### src/rtl/keypad_pkg.sv
// Shared types, constants and helpers for the keypad scanner front end.
package keypad_pkg;

  typedef enum logic [1:0] {
    StScan,
    StDebounce,
    StHold,
    StRelease
  } keypad_state_e;

  localparam logic [3:0] COLS_IDLE = 4'b1111;
  localparam logic [3:0] ROW_FIRST = 4'b0111;

  // Exactly one zero bit: a single key on a single row or column line.
  function automatic logic is_one_cold(input logic [3:0] v);
    return (v == 4'b1110) || (v == 4'b1101) || (v == 4'b1011) || (v == 4'b0111);
  endfunction

  // Walking zero steps one place to the right and wraps.
  function automatic logic [3:0] rotate_row(input logic [3:0] r);
    return {r[0], r[3:1]};
  endfunction

endpackage

### src/rtl/keypad_scanner_if.sv
// Keypad-facing and encoder-facing signals of the scanner.
interface keypad_scanner_if;

  logic [3:0] ColumnsIn;
  logic [3:0] Rows;
  logic [3:0] Columns;
  logic       KeyDown;
  logic       KeyPress;

  modport master (
    input  ColumnsIn,
    output Rows,
    output Columns,
    output KeyDown,
    output KeyPress
  );

  modport slave (
    output ColumnsIn,
    input  Rows,
    input  Columns,
    input  KeyDown,
    input  KeyPress
  );

endinterface

### src/rtl/keypad_tick_gen.sv
// Free-running divider producing a one-cycle scan tick every SCAN_DIV cycles.
module keypad_tick_gen #(
  parameter int unsigned SCAN_DIV = 50000
) (
  input  logic Clock,
  input  logic Reset,
  output logic tick
);

  localparam int unsigned CntW = $clog2(SCAN_DIV);

  logic [CntW-1:0] cnt_q, cnt_d;

  always_comb begin
    tick  = (cnt_q == CntW'(SCAN_DIV - 1));
    cnt_d = tick ? '0 : cnt_q + CntW'(1);
  end

  always_ff @(posedge Clock or posedge Reset) begin
    if (Reset) begin
      cnt_q <= '0;
    end else begin
      cnt_q <= cnt_d;
    end
  end

endmodule

### src/rtl/keypad_scanner.sv
// Row scanner with column synchronizer and press/release debouncing; the
// encoder only ever sees a settled one-cold column pattern or all-ones.
module keypad_scanner
  import keypad_pkg::*;
#(
  parameter int unsigned SCAN_DIV     = 50000,
  parameter int unsigned DEBOUNCE_CNT = 4
) (
  input  logic              Clock,
  input  logic              Reset,
  keypad_scanner_if.master  kp
);

  localparam int unsigned CntW      = $clog2(DEBOUNCE_CNT + 1);
  localparam bit          SingleHit = (DEBOUNCE_CNT == 1);

  keypad_state_e        state_q;
  logic [1:0][3:0]      sync_q;
  logic [3:0]           rows_q, cols_q, cand_q;
  logic                 key_down_q, key_press_q;
  logic [CntW-1:0]      cnt_q;

  logic                 tick;
  logic [3:0]           sample;
  logic [CntW-1:0]      cnt_inc;
  logic                 cnt_done;

  keypad_tick_gen #(
    .SCAN_DIV (SCAN_DIV)
  ) u_tick_gen (
    .Clock (Clock),
    .Reset (Reset),
    .tick  (tick)
  );

  assign sample   = sync_q[1];
  assign cnt_inc  = cnt_q + CntW'(1);
  assign cnt_done = (cnt_inc == CntW'(DEBOUNCE_CNT));

  always_ff @(posedge Clock or posedge Reset) begin
    if (Reset) begin
      state_q     <= StScan;
      sync_q      <= {COLS_IDLE, COLS_IDLE};
      rows_q      <= ROW_FIRST;
      cols_q      <= COLS_IDLE;
      cand_q      <= COLS_IDLE;
      key_down_q  <= 1'b0;
      key_press_q <= 1'b0;
      cnt_q       <= '0;
    end else begin
      sync_q      <= {sync_q[0], kp.ColumnsIn};
      key_press_q <= 1'b0;
      if (tick) begin
        case (state_q)
          StScan: begin
            if (is_one_cold(sample)) begin
              cand_q <= sample;
              cnt_q  <= CntW'(1);
              if (SingleHit) begin
                state_q     <= StHold;
                cols_q      <= sample;
                key_down_q  <= 1'b1;
                key_press_q <= 1'b1;
              end else begin
                state_q <= StDebounce;
              end
            end else begin
              rows_q <= rotate_row(rows_q);
            end
          end
          StDebounce: begin
            if (sample == cand_q) begin
              if (cnt_done) begin
                state_q     <= StHold;
                cols_q      <= cand_q;
                key_down_q  <= 1'b1;
                key_press_q <= 1'b1;
              end else begin
                cnt_q <= cnt_inc;
              end
            end else begin
              state_q <= StScan;
              rows_q  <= rotate_row(rows_q);
            end
          end
          StHold: begin
            if (sample != cand_q) begin
              cnt_q <= CntW'(1);
              if (SingleHit) begin
                state_q    <= StScan;
                cols_q     <= COLS_IDLE;
                key_down_q <= 1'b0;
                rows_q     <= rotate_row(rows_q);
              end else begin
                state_q <= StRelease;
              end
            end
          end
          StRelease: begin
            // A bounce back to the held key resumes HOLD without a new press.
            if (sample == cand_q) begin
              state_q <= StHold;
            end else if (cnt_done) begin
              state_q    <= StScan;
              cols_q     <= COLS_IDLE;
              key_down_q <= 1'b0;
              rows_q     <= rotate_row(rows_q);
            end else begin
              cnt_q <= cnt_inc;
            end
          end
          default: state_q <= StScan;
        endcase
      end
    end
  end

  assign kp.Rows     = rows_q;
  assign kp.Columns  = cols_q;
  assign kp.KeyDown  = key_down_q;
  assign kp.KeyPress = key_press_q;

endmodule

### src/flat_wrapper.sv
// flat-port wrapper written by rule: the top's interface ports become plain ports
module keypad_scanner_flat import keypad_pkg::*;
#(
  parameter int unsigned SCAN_DIV     = 50000,
  parameter int unsigned DEBOUNCE_CNT = 4
)
  (Clock, Reset, kp_ColumnsIn, kp_Rows, kp_Columns, kp_KeyDown, kp_KeyPress);
  keypad_scanner_if kp_i ();
  input  logic Clock;
  input  logic Reset;
  input wire logic [$bits(kp_i.ColumnsIn)-1:0] kp_ColumnsIn;
  output wire logic [$bits(kp_i.Rows)-1:0] kp_Rows;
  output wire logic [$bits(kp_i.Columns)-1:0] kp_Columns;
  output wire logic [$bits(kp_i.KeyDown)-1:0] kp_KeyDown;
  output wire logic [$bits(kp_i.KeyPress)-1:0] kp_KeyPress;
  assign kp_i.ColumnsIn = kp_ColumnsIn;
  assign kp_Rows = kp_i.Rows;
  assign kp_Columns = kp_i.Columns;
  assign kp_KeyDown = kp_i.KeyDown;
  assign kp_KeyPress = kp_i.KeyPress;
  keypad_scanner #(.SCAN_DIV(SCAN_DIV), .DEBOUNCE_CNT(DEBOUNCE_CNT)) u_core (.Clock(Clock), .Reset(Reset), .kp(kp_i));
endmodule
### config.mk
export PLATFORM = sky130hd
export DESIGN_NAME = keypad_scanner_flat
export DESIGN_NICKNAME = d
export VERILOG_FILES = /design/src/rtl/keypad_pkg.sv /design/src/rtl/keypad_scanner_if.sv /design/src/rtl/keypad_tick_gen.sv /design/src/rtl/keypad_scanner.sv /design/src/flat_wrapper.sv
export SDC_FILE = /design/constraint.sdc
export NUM_CORES = 1
export LEC_CHECK = 0
export CORE_MARGIN = 10
export CORE_UTILIZATION = 66
export CTS_BUF_LIST = sky130_fd_sc_hd__clkbuf_8 sky130_fd_sc_hd__clkbuf_16
export CTS_CLUSTER_SIZE = 24
export DETAILED_ROUTE_END_ITERATION = 16
export DONT_BUFFER_PORTS = 1
export GPL_ROUTABILITY_DRIVEN = 1
export PLACE_DENSITY = 0.82
export REMOVE_ABC_BUFFERS = 1
export SLEW_MARGIN = 15
export SYNTH_ARGS = -nofsm -noshare
export SYNTH_HDL_FRONTEND = slang
export SYNTH_SLANG_ARGS = --single-unit
### constraint.sdc
create_clock -name Clock -period 4.1 [get_ports Clock]
set_input_delay 0.615 -clock Clock [delete_from_list [all_inputs] [get_ports Clock]]
set_output_delay 0.615 -clock Clock [all_outputs]
set_load 0.01 [all_outputs]
# --- After elaboration in Yosys (flattened, before gate mapping) ---
# Cells that the tools add are included.
op_classes:
  n_reduce_logical: 11
  addsub: 2
  n_eq_ne: 21
  n_mux: 33
op_table:
  columns: ["cell", "n"]
  rows:
  - ["4-bit two-way mux", 8]
  - ["16-bit by 1-bit adder with 16-bit output, second input constant", 1]
  - ["16-bit equality test, second input constant", 1]
  - ["16-bit two-way mux", 1]
  - ["3-bit two-way mux", 5]
  - ["4-bit equality test, second input constant", 3]
  - ["2-bit two-way mux", 6]
  - ["3-bit one-hot mux with 4 select lines", 1]
  - ["4-bit one-hot mux with 3 select lines", 1]
  - ["6-bit AND reduction", 2]
  - ["2-bit by 1-bit inequality test with 1-bit output, second input constant", 5]
  - ["5-bit AND reduction", 2]
  - ["1-bit two-way mux", 8]
  - ["2-bit one-hot mux with 4 select lines", 1]
  - ["4-bit one-hot mux with 2 select lines", 1]
  - ["2-bit inequality test, second input constant", 3]
  - ["2-bit equality test, second input constant", 2]
  - ["4-bit by 3-bit equality test with 1-bit output, second input constant", 1]
  - ["4-bit equality test", 1]
  - ["4-bit inequality test", 1]
  - ["3-bit by 1-bit adder with 3-bit output, second input constant", 1]
  - ["3-bit equality test, second input constant", 1]
  - ["1-bit logical OR", 3]
  - ["3-bit by 1-bit inequality test with 1-bit output, second input constant", 1]
  - ["other kinds (7)", 7]
word_totals:
  word_cells: 77
  inputBits: 6
  out_inout_bits: 10
  ff_bits: 43

# --- Longest topological paths before layout ---
depth:
  ltp_word: 6
  depth_mapped: 6
  ltp_nobuf: 6

# --- By module ---
# A second synthesis with hierarchy kept.
hier_totals:
  cells_unflattened: 171
  area_unflattened_um2: 2050.7
by_module_without_submodules:
  columns: ["mod", "area_each_um2", "seq_area_each_um2", "cells_per_inst", "n_inst"]
  rows:
  - ["keypad_scanner", 1253.7, 699.4, 101, 1]
  - ["keypad_tick_gen", 797.0, 400.4, 70, 1]

# --- Least setup slack after synthesis ---
# Ideal clock, no wire load.
synth_path:
  path_type: "reg-to-reg"
  start: "reg u_core.sync_q (netlist bit u_core.sample[2])"
  end: "reg u_core.cnt_q[0]"
  stages_incl_launch_ff: 6
  t_required_ns: 3.975
  slack_ns: 1.724
  arrival_ns: 2.251
  path_buffers: 0
  setup_ns: 0.125
  period_less_slack_ns: 2.376
  cell_sequence: "dfstp_2 > xor2_1 > nor4_4 > mux2_2 > nor4b_2 > mux2_2"
synth_between:
  elab_chain_cells: 6
  word_cells_on_any_way: 14
  classes_between: "10 x eq/ne; 4 x reduce/logical"
synth_rtl:
  columns: ["element", "line", "source"]
  rows:
  - ["start, declared", "keypad_scanner.sv:18", "logic [1:0][3:0] sync_q;"]
  - ["start signal, assigned", "keypad_scanner.sv:43", "sync_q <= {COLS_IDLE, COLS_IDLE};"]
  - ["start signal, assigned", "keypad_scanner.sv:51", "sync_q <= {sync_q[0], kp.ColumnsIn};"]
  - ["4-bit equality test", "keypad_pkg.sv:16", "return (v == 4'b1110) || (v == 4'b1101) || (v == 4'b1011) || (v == 4'b0111);"]
  - ["1-bit logical OR (3 in series)", "keypad_pkg.sv:16", null]
  - ["2-bit by 1-bit inequality test with 1-bit output (no source line)", null, null]
  - ["5-bit AND reduction (no source line) *", null, null]
  - ["end signal, assigned", "keypad_scanner.sv:58", "cnt_q <= CntW'(1);"]
  - ["end signal, assigned", "keypad_scanner.sv:79", "cnt_q <= cnt_inc;"]
  - ["end signal, assigned", "keypad_scanner.sv:88", "cnt_q <= CntW'(1);"]
  - ["end, declared", "keypad_scanner.sv:21", "logic [CntW-1:0] cnt_q;"]
# Every way passes the cells marked *; elsewhere a longest branch is shown, timed or not.
# A chain may end at the register's enable or synchronous reset.

# --- Worst setup path in the final report ---
# Same ends and word-level chain as after synthesis.

==> flow_results.org <==
** Synthesis
- Arithmetic-cell share of the synthesized area counting full adders, half adders and majority gates :: 1.88%
- Synthesis-stage register bit count :: 43
- The share of the Yosys chip area taken by registers is 55.2%.
- Synth Area in Compound Gates :: 9.61%
- Main combinational cell family by area after synthesis :: simple AND/OR/NAND/NOR gates
- Area of the mapped netlist :: 1990 µm²
- Of all flip-flops after synthesis, the portion carrying an async set or reset was 100%.
- Number of enable flip-flop cells after synthesis :: 0
- In this run, distinct cell masters in the synthesized netlist total 40.
- Of the post-synthesis cell area, the part taken by muxes is 6.16%.
- Simple logic cell fraction of the synthesized area :: 17.9%
- Commonest register cell after synthesis :: sky130_fd_sc_hd__dfrtp_1
- Count of yosys warnings during synthesis :: 0
- Counting every instance in the synthesized netlist gives 167.
- Share of the synthesized netlist area taken by xor and xnor gates :: 7.47%
- Each instance of the synthesized netlist takes up on average 11.9 µm².

** Timing
- For this run, the top clock speed supported by timing is 380 MHz.
- Across the routed clock network, the largest skew measured is 0.00649 ns.
- Subtracting the final worst setup slack from the clock period gives 2.63 ns.
- Setup total negative slack on the finished layout was measured at 0 ns.
- Slew at the pin with the worst max-slew slack :: 0.778 ns
- Setup violations remaining at the end of the flow were counted as 0.
- Hold slack :: 0.296 ns
- The final hold violation count came to 0.
- Worst slew slack as a fraction of its limit :: 47.7%
- The final critical path takes up 64.2% of the cycle.
- RSZ-0062 raised after global routing :: false
- The number of slew-limit violations in the final report is 0.
- Final setup slack of the worst path :: 1.47 ns

** Job
- The tool flagged a number of max-cap violations equal to 0.

** Cells and area
- Final-stage net count :: 181
- 0 antenna diodes ended up in the layout.
- Layout cells sized above 1 :: 25.4%
- Area delta synth->final :: 6.47%

** Global route
- Via count of the first global-routing pass :: 1223
- Global-route wire length before repair :: 6.00 mm
- Global-route total usage across every layer :: 14.0%
- Largest net degree at the start of global routing :: 44
- The initial antenna violation count was 0.
- After global routing the overflow that remains totals 0.

** Status
- Outcome :: finished, final reports clean

** Power and ir drop
- For this design the ratio of total power to cell area is 348 nW/µm².
- The analysis attributes to cell leakage a power of 0.974 nW.
- Max VDD drop :: 0.000298 V

** Clock tree
- The number of gates resized after CTS was 0.
- In this run the post-CTS setup repair buffer count came out at 0.
- Clock latency on the worst-skew pair :: 0.30 ns
- Clock input transition at the sequential cells of the worst setup and hold paths :: 0.09 ns
- TritonCTS built the clock tree.
- Buffers from clock root to sink, at most :: 2
- TritonCTS buffer count :: 5
- Counting every sink on the clock net gives 43.
- For this design, the CTS-stage hold fixing added 0 buffers.
- Root Driver :: sky130_fd_sc_hd__clkbuf_8
- The clock tree synthesis step divided the H-tree into 2 levels.

** Floorplanning
- Effective utilization at floorplan :: 70.4%
- Number of ports placed on the die boundary :: 16
- The floorplan has 19 rows.
- Vertical die dimension :: 74.9 µm
- From left edge to right edge, the die measures 74.9 µm.
- Core Footprint :: 2830 µm²
- The die covers 5620 µm².

** Setup path
- Cell-by-cell listing of the critical path :: xor2_1 -> nor4_4 -> mux2_2 -> nor4b_2 -> mux2_2
- The critical path ends at u_core.cnt_q[0].
- FF-to-FF Start :: u_core.sample[2]
- The worst register-to-register path ends at u_core.cnt_q[0].
- The most critical setup path has its startpoint at u_core.sample[2].
- Worst EP arrival :: 2.82 ns
- STA puts the critical path data required time at 4.29 ns.
- STA classifies the critical path startpoint as a flip-flop.
- Of all nets on the critical path, the largest fanout is 10.
- The number of cells on the worst reg-to-reg path is 5.
- Worst Setup Path Type :: flip-flop to flip-flop
- For flop-to-flop paths, the worst setup slack is 1.47 ns.
- CP dominant cell by count :: sky130_fd_sc_hd__mux2_2
- The largest individual stage delay along the critical path comes from the cell sky130_fd_sc_hd__nor4_4.
- STA classifies the critical path endpoint as a flip-flop.
- Max stage delay on crit path :: 0.60 ns

** Place
- After legalization and detailed placement, the total HPWL measured 2.56 mm.
- In this run the tool buffered the top-level ports with 0 buffer cells.
- OpenSTA, run right after detailed placement, puts the worst setup slack at 1.50 ns.
- At the end of routability-driven placement, the weighted congestion stood at 0.808.

** Hold path
- Worst hold path type :: input pin to flip-flop

** Drt
- After detailed routing, the number of remaining DRC violations is 0.
- The routed design has 3.49 mm of wire.
- Dividing the detail-routed wire length by the instance count gives 17.1 µm.
- Final antenna-violating net count :: 0
- Vias per Instance :: 6.23
- The first routing iteration left 109 violations.
- For this run, the detailed router's first-pass iteration total came to 4.
- The routed layout has 1271 vias.
[metrics by stage]
step	power (mW)	cell area, µm²	std cells	util [%]
after floorplan	0.456	1980	164	-
after global placement	0.460	2030	196	71.6
after detailed placement	0.461	2030	196	71.6
after CTS	0.747	2120	204	75.0
after global routing	0.772	2120	204	75.0
final	0.739	2120	204	75.0
[cells in the mapped netlist, types with 3 or more instances]
master	count	share of area [%]
sky130_fd_sc_hd__xor2_1	12	5.3
sky130_fd_sc_hd__nand3_1	10	2.5
sky130_fd_sc_hd__nor2_1	11	2.1
sky130_fd_sc_hd__o21ai_0	4	1.0
sky130_fd_sc_hd__nand2_1	12	2.3
sky130_fd_sc_hd__nor4_1	3	0.94
sky130_fd_sc_hd__mux2_2	10	5.7
sky130_fd_sc_hd__o22a_1	8	3.5
sky130_fd_sc_hd__ha_1	3	1.9
sky130_fd_sc_hd__inv_1	6	1.1
sky130_fd_sc_hd__dfrtp_1	24	30
sky130_fd_sc_hd__nand2b_1	4	1.3
sky130_fd_sc_hd__nand4b_1	3	1.3
sky130_fd_sc_hd__dfstp_2	19	25
sky130_fd_sc_hd__xnor2_1	5	2.2
sky130_fd_sc_hd__nor2b_1	4	1.3
[layer usage]
| layer | track usage [%] | part of all wire [%] |
|---|---|---|
| met1 | 18.1 | 46 |
| met2 | 20.9 | 47 |
| met3 | 5.65 | 6.4 |
| met4 | 5.04 | 0.86 |
| met5 | 0 | 0 |
[critical path: cells and delay by family (launching register included)]
family	cells	cell delay, ns
XOR/XNOR	1	0.12
flip-flops	1	0.59
multiplexers	2	0.81
AND/OR/NAND/NOR	2	1.00
[final cells by class]
class,instances,area [µm²]
multi-input combinational,115,857
clock inverter,3,26.3
clock buffer,5,68.8
tap,31,38.8
inverter,6,22.5
fill,186,708
timing repair buffer,1,7.51
sequential,43,1100
[cells by family (layout without fill, tap and decap cells)]
family / Yosys count / after routing
multiplexers: 11 / 11
adder cells (fa/ha/maj): 3 / 3
AND/OR/NAND/NOR: 59 / 59
AO/OA/AOI/OAI: 25 / 25
XOR/XNOR: 17 / 17
buffers and inverters: 9 / 15
flip-flops: 43 / 43
[worst min path at each step]
stage / slack, ns / endpoint / from / cells past startpoint
floorplan: 0.35 / u_core.sample[0] / u_core.sync_q[0] / 0
global placement: 0.35 / u_core.sample[0] / u_core.sync_q[0] / 0
detailed placement: 0.35 / u_core.sample[2] / u_core.sync_q[2] / 0
CTS: 0.29 / u_core.sync_q[3] / kp_ColumnsIn[3] / 0
global route: 0.28 / u_core.sync_q[3] / kp_ColumnsIn[3] / 0
finish: 0.30 / u_core.sync_q[0] / kp_ColumnsIn[0] / 0
[placed cells by master, fill, tap and decap left out, types with 5 or more instances in the layout]
cell type                  instances
sky130_fd_sc_hd__mux2_2           10
sky130_fd_sc_hd__inv_1             6
sky130_fd_sc_hd__clkbuf_8          5
sky130_fd_sc_hd__xnor2_1           5
sky130_fd_sc_hd__xor2_1           12
sky130_fd_sc_hd__dfstp_2          19
sky130_fd_sc_hd__nand2_1          12
sky130_fd_sc_hd__nand3_1          10
sky130_fd_sc_hd__nor2_1           11
sky130_fd_sc_hd__o22a_1            8
sky130_fd_sc_hd__dfrtp_1          24
[flip-flops by register name, indices dropped and copies added (netlist names), named ones only]
signal and cells:
u_core.state_q 1, u_core.sample 4, u_core.kp.KeyDown 1, u_core.kp.Columns 4
u_core.u_tick_gen.cnt_q 16, u_core.kp.Rows 4, u_core.cand_q 4, u_core.kp.KeyPress 1
u_core.sync_q 4, u_core.cnt_q 3
[power breakdown]
part	switching (mW)	internal (mW)
Clock	0.159	0.126
Combinational	0.0129	0.00535
Sequential	0.00361	0.432
No activity file was read; power rests on OpenSTA's default activity.
